File: config.mk
export PLATFORM = sky130hd
export DESIGN_NAME = fifo_read_arbiter
export DESIGN_NICKNAME = d
export VERILOG_FILES = /design/src/rtl/fifo_arb_pkg.sv /design/src/rtl/fifo_read_arbiter_rr_picker.sv /design/src/rtl/fifo_read_arbiter.sv
export SDC_FILE = /design/constraint.sdc
export NUM_CORES = 1
export LEC_CHECK = 0
export ABC_AREA = 1
export BUFFER_PORTS_ARGS = -buffer_cell sky130_fd_sc_hd__buf_4
export CAP_MARGIN = 30
export CORE_MARGIN = 10
export CORE_UTILIZATION = 53
export CTS_CLUSTER_DIAMETER = 50
export DETAILED_ROUTE_END_ITERATION = 8
export GPL_TIMING_DRIVEN = 0
export PLACE_DENSITY = 0.91
export SETUP_SLACK_MARGIN = 0.02
export SLEW_MARGIN = 25
export SYNTH_ARGS = -nofsm -noshare
export SYNTH_HDL_FRONTEND = slang
export SYNTH_SLANG_ARGS = --single-unit
File: constraint.sdc
create_clock -name clk_rd -period 4.7 [get_ports clk_rd]
set_clock_uncertainty 0.1 [all_clocks]
set_input_delay 0.705 -clock clk_rd [delete_from_list [all_inputs] [get_ports clk_rd]]
set_output_delay 0.705 -clock clk_rd [all_outputs]
set_load 0.01 [all_outputs]
File: src/rtl/fifo_arb_pkg.sv
// -----------------------------------------------------------------------------
// fifo_arb_pkg
// Shared types and helpers for the FIFO read-side arbiter.
//   arb_state_e : arbiter FSM states (IDLE, BURST)
//   ch_width()  : width of a channel index, never less than 1 bit
// -----------------------------------------------------------------------------
package fifo_arb_pkg;

  typedef enum logic [0:0] {
    IDLE  = 1'b0,
    BURST = 1'b1
  } arb_state_e;

  // A single channel still needs a 1-bit index so that port widths stay legal.
  function automatic int ch_width(input int n);
    return (n > 2) ? $clog2(n) : 1;
  endfunction

endpackage

File: src/rtl/fifo_read_arbiter_rr_picker.sv
// -----------------------------------------------------------------------------
// rr_picker
// Combinational rotating priority encoder. Returns the first requesting index
// found when scanning rr_ptr, rr_ptr+1, ... modulo NumCh.
// Ports:
//   req        : request vector, bit k = channel k
//   rr_ptr     : index with the highest priority this cycle (< NumCh)
//   pick       : selected channel index (0 when nothing requests)
//   pick_valid : at least one request is present
// -----------------------------------------------------------------------------
module rr_picker
  import fifo_arb_pkg::*;
#(
  parameter int NumCh = 4,
  parameter int ChW   = ch_width(NumCh)
) (
  input  logic [NumCh-1:0] req,
  input  logic [ChW-1:0]   rr_ptr,
  output logic [ChW-1:0]   pick,
  output logic             pick_valid
);

  // Scan from the lowest priority position up to rr_ptr so that the position
  // closest to rr_ptr is the last (winning) assignment.
  always_comb begin
    pick       = '0;
    pick_valid = 1'b0;
    for (int i = NumCh - 1; i >= 0; i--) begin
      pick       = req[(int'(rr_ptr) + i) % NumCh] ? ChW'((int'(rr_ptr) + i) % NumCh) : pick;
      pick_valid = pick_valid | req[(int'(rr_ptr) + i) % NumCh];
    end
  end

endmodule

File: src/rtl/fifo_read_arbiter.sv
// -----------------------------------------------------------------------------
// fifo_read_arbiter
// Drains NumCh FIFO read ports into one valid/ready stream in the clk_rd
// domain. Round-robin arbitration with a burst quantum of MaxBurst pops; a
// popped word appears in the output register one cycle after its o_rd_en.
//
// Build option: FIFO_ARB_CH0_PRIO_EN
//   defined   -> channel 0 is strict priority (wins in IDLE, cuts other
//                channels' bursts after the current pop)
//   undefined -> pure round-robin
//
// Ports:
//   clk_rd    : read-domain clock
//   rst_rd    : synchronous active-high reset
//   i_empty   : per-FIFO registered empty flags
//   i_rd_data : head word of each FIFO, FIFO k at [k*DataWidth +: DataWidth]
//   o_rd_en   : one-hot-or-zero pop strobe, forced low during reset
//   o_valid   : output register holds a word
//   i_ready   : downstream accepts when o_valid & i_ready
//   o_data    : popped word
//   o_chan    : source channel of o_data
//   o_busy    : high while in BURST
// -----------------------------------------------------------------------------
module fifo_read_arbiter
  import fifo_arb_pkg::*;
#(
  parameter int NumCh     = 4,
  parameter int DataWidth = 8,
  parameter int MaxBurst  = 4,
  parameter int ChW       = ch_width(NumCh)
) (
  input  logic                       clk_rd,
  input  logic                       rst_rd,
  input  logic [NumCh-1:0]           i_empty,
  input  logic [NumCh*DataWidth-1:0] i_rd_data,
  output logic [NumCh-1:0]           o_rd_en,
  output logic                       o_valid,
  input  logic                       i_ready,
  output logic [DataWidth-1:0]       o_data,
  output logic [ChW-1:0]             o_chan,
  output logic                       o_busy
);

  localparam int              BcW      = $clog2(MaxBurst + 1);
  localparam logic [ChW-1:0]  LastCh   = ChW'(NumCh - 1);
  localparam logic [BcW-1:0]  BurstMax = BcW'(MaxBurst);

  arb_state_e       state_r, state_s;
  logic [ChW-1:0]   rr_ptr_r, rr_ptr_s;
  logic [ChW-1:0]   cur_ch_r, cur_ch_s;
  logic [BcW-1:0]   burst_cnt_r, burst_cnt_s;
  logic [BcW-1:0]   burst_inc_s;
  logic             pop_s;
  logic [ChW-1:0]   pop_ch_s;
  logic             can_accept_s;
  logic [ChW-1:0]   pick_raw_s;
  logic [ChW-1:0]   pick_s;
  logic             pick_valid_s;
  logic             prio_cut_s;

  function automatic logic [ChW-1:0] next_ch(input logic [ChW-1:0] ch);
    return (ch == LastCh) ? '0 : ch + ChW'(1);
  endfunction

  // A pop is only allowed when the output register is free or being drained.
  assign can_accept_s = ~o_valid | i_ready;

  rr_picker #(
    .NumCh (NumCh),
    .ChW   (ChW)
  ) u_rr_picker (
    .req        (~i_empty),
    .rr_ptr     (rr_ptr_r),
    .pick       (pick_raw_s),
    .pick_valid (pick_valid_s)
  );

`ifdef FIFO_ARB_CH0_PRIO_EN
  // Channel 0 overrides the rotation; pick_valid is already set when it requests.
  assign pick_s     = i_empty[0] ? pick_raw_s : '0;
  assign prio_cut_s = ~i_empty[0] & (cur_ch_r != '0);
`else
  assign pick_s     = pick_raw_s;
  assign prio_cut_s = 1'b0;
`endif

  assign o_busy = (state_r == BURST);

  // Next-state, pop decision and pointer/counter updates.
  always_comb begin
    state_s     = state_r;
    rr_ptr_s    = rr_ptr_r;
    cur_ch_s    = cur_ch_r;
    burst_cnt_s = burst_cnt_r;
    burst_inc_s = burst_cnt_r + BcW'(1);
    pop_s       = 1'b0;
    pop_ch_s    = cur_ch_r;
    case (state_r)
      IDLE: begin
        if (pick_valid_s && can_accept_s) begin
          pop_s       = 1'b1;
          pop_ch_s    = pick_s;
          cur_ch_s    = pick_s;
          burst_cnt_s = BcW'(1);
          // A quantum of one never enters BURST; rotate immediately.
          if (MaxBurst == 1) begin
            rr_ptr_s = next_ch(pick_s);
          end else begin
            state_s = BURST;
          end
        end else begin
          state_s = IDLE;
        end
      end
      BURST: begin
        if (i_empty[cur_ch_r]) begin
          state_s  = IDLE;
          rr_ptr_s = next_ch(cur_ch_r);
        end else if (!can_accept_s) begin
          state_s = BURST;
        end else begin
          pop_s       = 1'b1;
          burst_cnt_s = burst_inc_s;
          if ((burst_inc_s == BurstMax) || prio_cut_s) begin
            state_s  = IDLE;
            rr_ptr_s = next_ch(cur_ch_r);
          end else begin
            state_s = BURST;
          end
        end
      end
      default: begin
        state_s = IDLE;
      end
    endcase
  end

  // Pop strobe decode; suppressed while reset is asserted.
  always_comb begin
    o_rd_en = '0;
    if (pop_s && !rst_rd) begin
      o_rd_en[pop_ch_s] = 1'b1;
    end else begin
      o_rd_en = '0;
    end
  end

  // Arbiter state registers.
  always_ff @(posedge clk_rd) begin
    if (rst_rd) begin
      state_r     <= IDLE;
      rr_ptr_r    <= '0;
      cur_ch_r    <= '0;
      burst_cnt_r <= '0;
    end else begin
      state_r     <= state_s;
      rr_ptr_r    <= rr_ptr_s;
      cur_ch_r    <= cur_ch_s;
      burst_cnt_r <= burst_cnt_s;
    end
  end

  // Output register: load on pop, clear when drained, otherwise hold.
  always_ff @(posedge clk_rd) begin
    if (rst_rd) begin
      o_valid <= 1'b0;
      o_data  <= '0;
      o_chan  <= '0;
    end else if (pop_s) begin
      o_valid <= 1'b1;
      o_data  <= i_rd_data[int'(pop_ch_s) * DataWidth +: DataWidth];
      o_chan  <= pop_ch_s;
    end else if (i_ready) begin
      o_valid <= 1'b0;
    end else begin
      o_valid <= o_valid;
    end
  end

endmodule

==> results of run 1 <==
## layout by cell type (no fill, tap or decap)
cell / count
inv_1: 33
and2_1: 1
xnor2_1: 1
buf_6: 5
nand2_2: 9
nand2_1: 57
buf_4: 55
o21ai_0: 16
dfxtp_1: 19
nor2_1: 23
nand2_4: 2
ha_1: 3
buf_2: 1
nand3_2: 1
nand3_4: 2
o211ai_1: 2
clkbuf_1: 2
nor2_2: 2
nand3_1: 42
a21oi_1: 6
clkbuf_4: 3
inv_2: 4
nor3_1: 5
## worst paths after layout
path | start | end | cells past startpoint
worst max-delay path | i_empty[3] | o_rd_en[0] | 9
worst min-delay path | burst_cnt_r[2] | burst_cnt_r[2] | 2
worst max register to register | rr_ptr_r[0] | o_data[0] | 14
worst min register to register | burst_cnt_r[2] | burst_cnt_r[2] | 2
## stage by stage
step | power [mW] | hold slack [ns] | util
4_1_cts | 0.981 | 0.394 | 0.751
3_5_place_dp | 0.900 | 0.379 | 0.740
5_1_grt | 1.07 | 0.438 | 0.751
6_report | 0.980 | 0.390 | 0.751
3_3_place_gp | 0.886 | 0.371 | 0.740
2_1_floorplan | 0.694 | 0.350 | -
## synthesized netlist by cell type
master	count	area, um^2
o21ai_0	16	80.1
nand3_2	1	10.0
nand2_1	57	214
nor2_2	2	12.5
clkbuf_1	1	3.75
nand2_2	9	56.3
xnor2_1	1	8.76
ha_1	3	37.5
nand3_4	2	35.0
inv_2	4	15.0
o211ai_1	2	15.0
nand2_4	2	22.5
and2_1	1	6.26
a21oi_1	6	30.0
nand3_1	42	210
buf_6	5	56.3
buf_2	1	5.00
buf_4	1	7.51
nor2_1	23	86.3
dfxtp_1	19	380
inv_1	33	124
nor3_1	5	25.0
## layer usage
| layer | up-vias | share of wire | track usage |
|---|---|---|---|
| li1 | 863 | - | - |
| met1 | 724 | 0.43 | 0.169 |
| met2 | 52 | 0.46 | 0.242 |
| met3 | 4 | 0.11 | 0.0748 |
| met4 | 0 | 0.0070 | 0.0280 |
| met5 | - | 0 | 0 |
## area by class of cell
class	count	area, um^2	area share
multi-input cells	172	850	0.445
repair buffers	54	405	0.212
flip-flops and latches	19	380	0.199
inverters	37	139	0.0727
plain buffers	8	72.6	0.0380
well taps	30	37.5	0.0196
clock buffers	4	26.3	0.0138
## worst reg2reg max path, delay by kind of cell (launching register included)
kind,cells,cell delay [ns]
AND/OR/NAND/NOR,12,1.12
flip-flops,1,0.40
buffers and inverters,2,0.24
## state kept, by name, summed over array words and instances (netlist names)
name	flops
burst_cnt_r	3
cur_ch_r	2
o_busy	1
o_chan	2
o_data	8
o_valid	1
rr_ptr_r	2
## power groups by stage
stage	Sequential (mW)	Clock, mW	Combinational [mW]
after floorplan	0.271	0	0.423
after global placement	0.256	0	0.629
after detailed placement	0.257	0	0.642
after CTS	0.254	0.0820	0.644
after global routing	0.262	0.0889	0.715
final	0.255	0.0809	0.644
## kinds of logic after synthesis
family / count (synthesis) / share of synthesized area
xor+xnor: 1 / 0.00608
fa+ha+maj: 3 / 0.0260
simple gates: 144 / 0.470
buf+inv: 45 / 0.147
compound gates: 24 / 0.0868
flops: 19 / 0.264
==> impl_metrics.env, run 1 <==
export IMPL_port_buffers=54
export IMPL_dr_pass1_iters=4
export IMPL_h_tree_depth=1
export IMPL_ys_types=22
export IMPL_coreArea_um2=2540
export IMPL_ff2ff_setup_slack_ns=2.75
export IMPL_maxCapViolations=0
export IMPL_clk_pin_slew_worst_paths_ns=0.10
export IMPL_yosysSeqAreaShare=0.264
export IMPL_worstSkewPairLatency_ns=0.29
export IMPL_synthCells=236
export IMPL_vias_per_cell=5.07
export IMPL_max_stage_delay_ns=0.31
export IMPL_post_cts_repair_setup_buffers=0
export IMPL_dpl_cell_count=320
export IMPL_timing_fmax_ghz=0.331
export IMPL_cts_tree="built"
export IMPL_worstSetupPathType="in -> out"
export IMPL_drive_gt1_frac=0.286
export IMPL_num_nets_final=337
export IMPL_powerDensity_nw_per_um2=513
export IMPL_detailedRoute_firstIterationViolations=112
export IMPL_cts_root_buf="clkbuf_4"
export IMPL_grt_pass1_wl_um=6490
export IMPL_syn_to_final_growth_pct=32.6
export IMPL_routabilityCongestion=0.807
export IMPL_holdBufCountCts=0
export IMPL_fp_dieW_um=72.2
export IMPL_worst_setup_path_end_kind="output pin"
export IMPL_run_status="completed"
export IMPL_cts_resized=0
export IMPL_crit_chain="buf_4 -> inv_1 -> o21ai_0 -> o21ai_0 -> nand3_1 -> nand2_1 -> nand2_1 -> nor3_1 -> buf_4"
export IMPL_rows=18
export IMPL_finalWirelength_um=3980
export IMPL_finalHoldViolCount=0
export IMPL_hp_class="reg -> reg"
export IMPL_hpwl_um=3220
export IMPL_antenna_found_initial=0
export IMPL_cp_arrival_ns=2.21
export IMPL_grt_max_degree=11
export IMPL_crit_path_max_fanout=7
export IMPL_drc=0
export IMPL_place_ws_ns=1.71
export IMPL_worst_slack_ns=1.68
export IMPL_syn_mean_instance_area_um2=6.11
export IMPL_clockPowerShare=0.083
export IMPL_die_area_um2=5210
export IMPL_finalCritPeriodShare=0.642
export IMPL_path_delay_family="simple AND/OR/NAND/NOR gates"
export IMPL_cp_num_buf_inv=3
export IMPL_n_fill_cell=227
export IMPL_grt_pass1_vias=1527
export IMPL_power_switching_mw=0.469
export IMPL_ir_drop_mv=0.457
export IMPL_seqPwrFrac=0.260
export IMPL_diodes=0
export IMPL_pwr_share_comb=0.657
export IMPL_numCtsBuffers=3
export IMPL_ys_ff_latch=19
export IMPL_final_max_slew_viol_count=0
export IMPL_worstSetupStartpointType="input pin"
export IMPL_critPathSlowestCell="o21ai_0"
export IMPL_slew_headroom=0.764
export IMPL_rsz0062_at_grt="no"
export IMPL_sw_frac_of_total=0.479
export IMPL_critPathRequiredTime_ns=3.89
export IMPL_die_h_um=72.2
export IMPL_grt_overflow=0
export IMPL_tns_ns=0
export IMPL_dr_total_vias=1643
export IMPL_yosysWarningCount=0
export IMPL_placed_area_um2=1880
export IMPL_power_leakage_nw=1.07
export IMPL_layout_cells_non_filler=324
export IMPL_cts_path_max_buffers=2
export IMPL_ios=55
export IMPL_syn_num_nets=278
export IMPL_power_internal_mw=0.510
export IMPL_cts_sinks=19
export IMPL_worstMarginPinSlew_ns=0.350
export IMPL_wl_per_cell_um=12.3
export IMPL_post_synth_instance_area_um2=1440
export IMPL_fin_crit_ns=3.02
export IMPL_setup_violations=0
export IMPL_grt_usage=0.148
export IMPL_postRouteAntennaNets=0
export IMPL_start_util=0.566
export IMPL_fin_area_um2=1910
Note: power is estimated with default switching activity, not from simulation.
==> run 2: changes to the inputs <==
--- a/config.mk
+++ b/config.mk
@@ -9,11 +9,11 @@
 export BUFFER_PORTS_ARGS = -buffer_cell sky130_fd_sc_hd__buf_4
 export CAP_MARGIN = 30
 export CORE_MARGIN = 10
-export CORE_UTILIZATION = 53
+export CORE_UTILIZATION = 44
 export CTS_CLUSTER_DIAMETER = 50
 export DETAILED_ROUTE_END_ITERATION = 8
 export GPL_TIMING_DRIVEN = 0
-export PLACE_DENSITY = 0.91
+export PLACE_DENSITY = 0.81
 export SETUP_SLACK_MARGIN = 0.02
 export SLEW_MARGIN = 25
 export SYNTH_ARGS = -nofsm -noshare
==> constraint.sdc (replaced) <==
create_clock -name clk_rd -period 2.6 [get_ports clk_rd]
set_clock_uncertainty 0.1 [all_clocks]
set_input_delay 0.39 -clock clk_rd [delete_from_list [all_inputs] [get_ports clk_rd]]
set_output_delay 0.39 -clock clk_rd [all_outputs]
set_load 0.01 [all_outputs]
==> impl_metrics.env, run 2 (synthesis results as in run 1) <==
export IMPL_start_util=0.465
export IMPL_slew_headroom=0.782
export IMPL_antenna_found_initial=0
export IMPL_cts_path_max_buffers=2
export IMPL_num_nets_final=343
export IMPL_regMostFlops="o_data"
export IMPL_fin_util=0.647
export IMPL_die_area_um2=5970
export IMPL_rows=20
export IMPL_grt_pass1_wl_um=7070
export IMPL_dpl_cell_count=334
export IMPL_ios=55
export IMPL_routabilityCongestion=0.796
export IMPL_timing_fmax_ghz=0.401
export IMPL_pwr_share_comb=0.671
export IMPL_grt_usage=0.137
export IMPL_ir_drop_mv=0.484
export IMPL_numCtsBuffers=3
export IMPL_grt_overflow=0
export IMPL_h_tree_depth=1
export IMPL_final_common_cell="buf_4"
export IMPL_postRouteAntennaNets=0
export IMPL_wl_per_cell_um=12.2
export IMPL_hpwl_um=3320
export IMPL_worstSetupPathType="reg -> out"
export IMPL_most_common_layout_cells="buf_4 (61), nand2_1 (55), nand3_1 (42)"
export IMPL_finalHoldViolCount=0
export IMPL_cp_arrival_ns=2.00
export IMPL_dr_total_vias=1678
export IMPL_power_leakage_nw=1.11
export IMPL_layout_cells_non_filler=344
export IMPL_finalWirelength_um=4180
export IMPL_power_internal_mw=0.992
export IMPL_worstMarginPinSlew_ns=0.326
export IMPL_power_switching_mw=0.886
export IMPL_run_status="completed"
export IMPL_dr_pass1_iters=4
export IMPL_worstSetupStartpointType="flop"
export IMPL_fin_area_um2=2010
export IMPL_finalCritPeriodShare=0.958
export IMPL_maxCapViolations=0
export IMPL_cts_root_buf="clkbuf_4"
export IMPL_crit_path_max_fanout=10
export IMPL_syn_to_final_growth_pct=39.3
export IMPL_coreArea_um2=3100
export IMPL_hp_class="in -> reg"
export IMPL_port_buffers=54
export IMPL_seqPwrFrac=0.248
export IMPL_drc=0
export IMPL_worstSkewPairLatency_ns=0.30
export IMPL_cts_sinks=19
export IMPL_power_total_mw=1.88
export IMPL_final_max_slew_viol_count=0
export IMPL_die_h_um=77.2
export IMPL_grt_max_degree=11
export IMPL_clockPowerShare=0.080
export IMPL_placed_area_um2=1900
export IMPL_detailedRoute_firstIterationViolations=143
export IMPL_diodes=0
export IMPL_rsz0062_at_grt="yes"
export IMPL_vias_per_cell=4.88
export IMPL_top_regs="o_data (8), burst_cnt_r (3)"
export IMPL_worst_setup_path_end_kind="output pin"
export IMPL_cts_tree="built"
export IMPL_setup_violations=0
export IMPL_clk_pin_slew_worst_paths_ns=0.10
export IMPL_sw_frac_of_total=0.472
export IMPL_critPathRequiredTime_ns=2.11
export IMPL_fp_dieW_um=77.2
export IMPL_largest_register_ff_count=8
export IMPL_powerDensity_nw_per_um2=935
export IMPL_fin_crit_ns=2.49
export IMPL_drive_gt1_frac=0.323
export IMPL_grt_pass1_vias=1651
==> run 2: per-stage QoR <==
stage                     setup slack [ns]  setup TNS [ns]  hold WS [ns]
final                                0.109               0         0.195
after global routing               -0.0594         -0.0810         0.180
after CTS                           0.0265               0         0.190
after detailed placement             0.222               0         0.384
after global placement               0.275               0         0.371
after floorplan                      0.548               0         0.350
==> run 2: path summary, 6_finish.rpt <==
| kind | from | end | cells past startpoint | slack [ns] |
|---|---|---|---|---|
| hold / removal | rst_rd | rr_ptr_r[0] | 2 | 0.19 |
| setup reg to reg | rr_ptr_r[0] | o_data[2] | 14 | 0.67 |
| setup / recovery | rr_ptr_r[0] | o_rd_en[2] | 12 | 0.11 |
| hold reg to reg | burst_cnt_r[2] | burst_cnt_r[2] | 2 | 0.40 |
==> run 2: cell type report <==
cell class | instances | area [um^2]
Clock buffer | 4 | 26.3
Tap cell | 44 | 55.1
Sequential cell | 19 | 385
Fill cell | 316 | 1090
Buffer | 8 | 76.3
Timing Repair Buffer | 60 | 450
Multi-Input combinational cell | 172 | 873
Inverter | 37 | 141
==> run 2: what timing repair did <==
item / 4_1_cts / 5_1_grt
setup endpoints to repair: 0 / 4
hold buffers: 0 / 0
gates resized for setup: 0 / 13
setup buffers: 0 / 6
==> run 2: power groups by stage <==
| stage | logic [mW] | registers (mW) | clock network [mW] |
|---|---|---|---|
| floorplan | 0.764 | 0.490 | 0 |
| global placement | 1.15 | 0.465 | 0 |
| detailed placement | 1.16 | 0.464 | 0 |
| CTS | 1.17 | 0.461 | 0.154 |
| global route | 1.40 | 0.482 | 0.164 |
| finish | 1.26 | 0.467 | 0.151 |
==> run 2: metal layers <==
| layer | wire length (um) | track usage | up-vias |
|---|---|---|---|
| met5 | 0 | 0 | - |
| met1 | 1810 | 0.156 | 730 |
| met3 | 441 | 0.0688 | 4 |
| met4 | 42 | 0.0365 | 0 |
| li1 | - | - | 878 |
| met2 | 1890 | 0.222 | 66 |
==> run 2: critical path: stages (launching register included) <==
cell	delay, ns
dfxtp_4	0.38
buf_8	0.14
nand2_2	0.06
nand2_2	0.05
nor2_1	0.14
nand2_2	0.09
nand3_4	0.11
nand2_1	0.10
nand2_4	0.12
inv_2	0.06
buf_6	0.14
nor3_2	0.15
buf_4	0.14
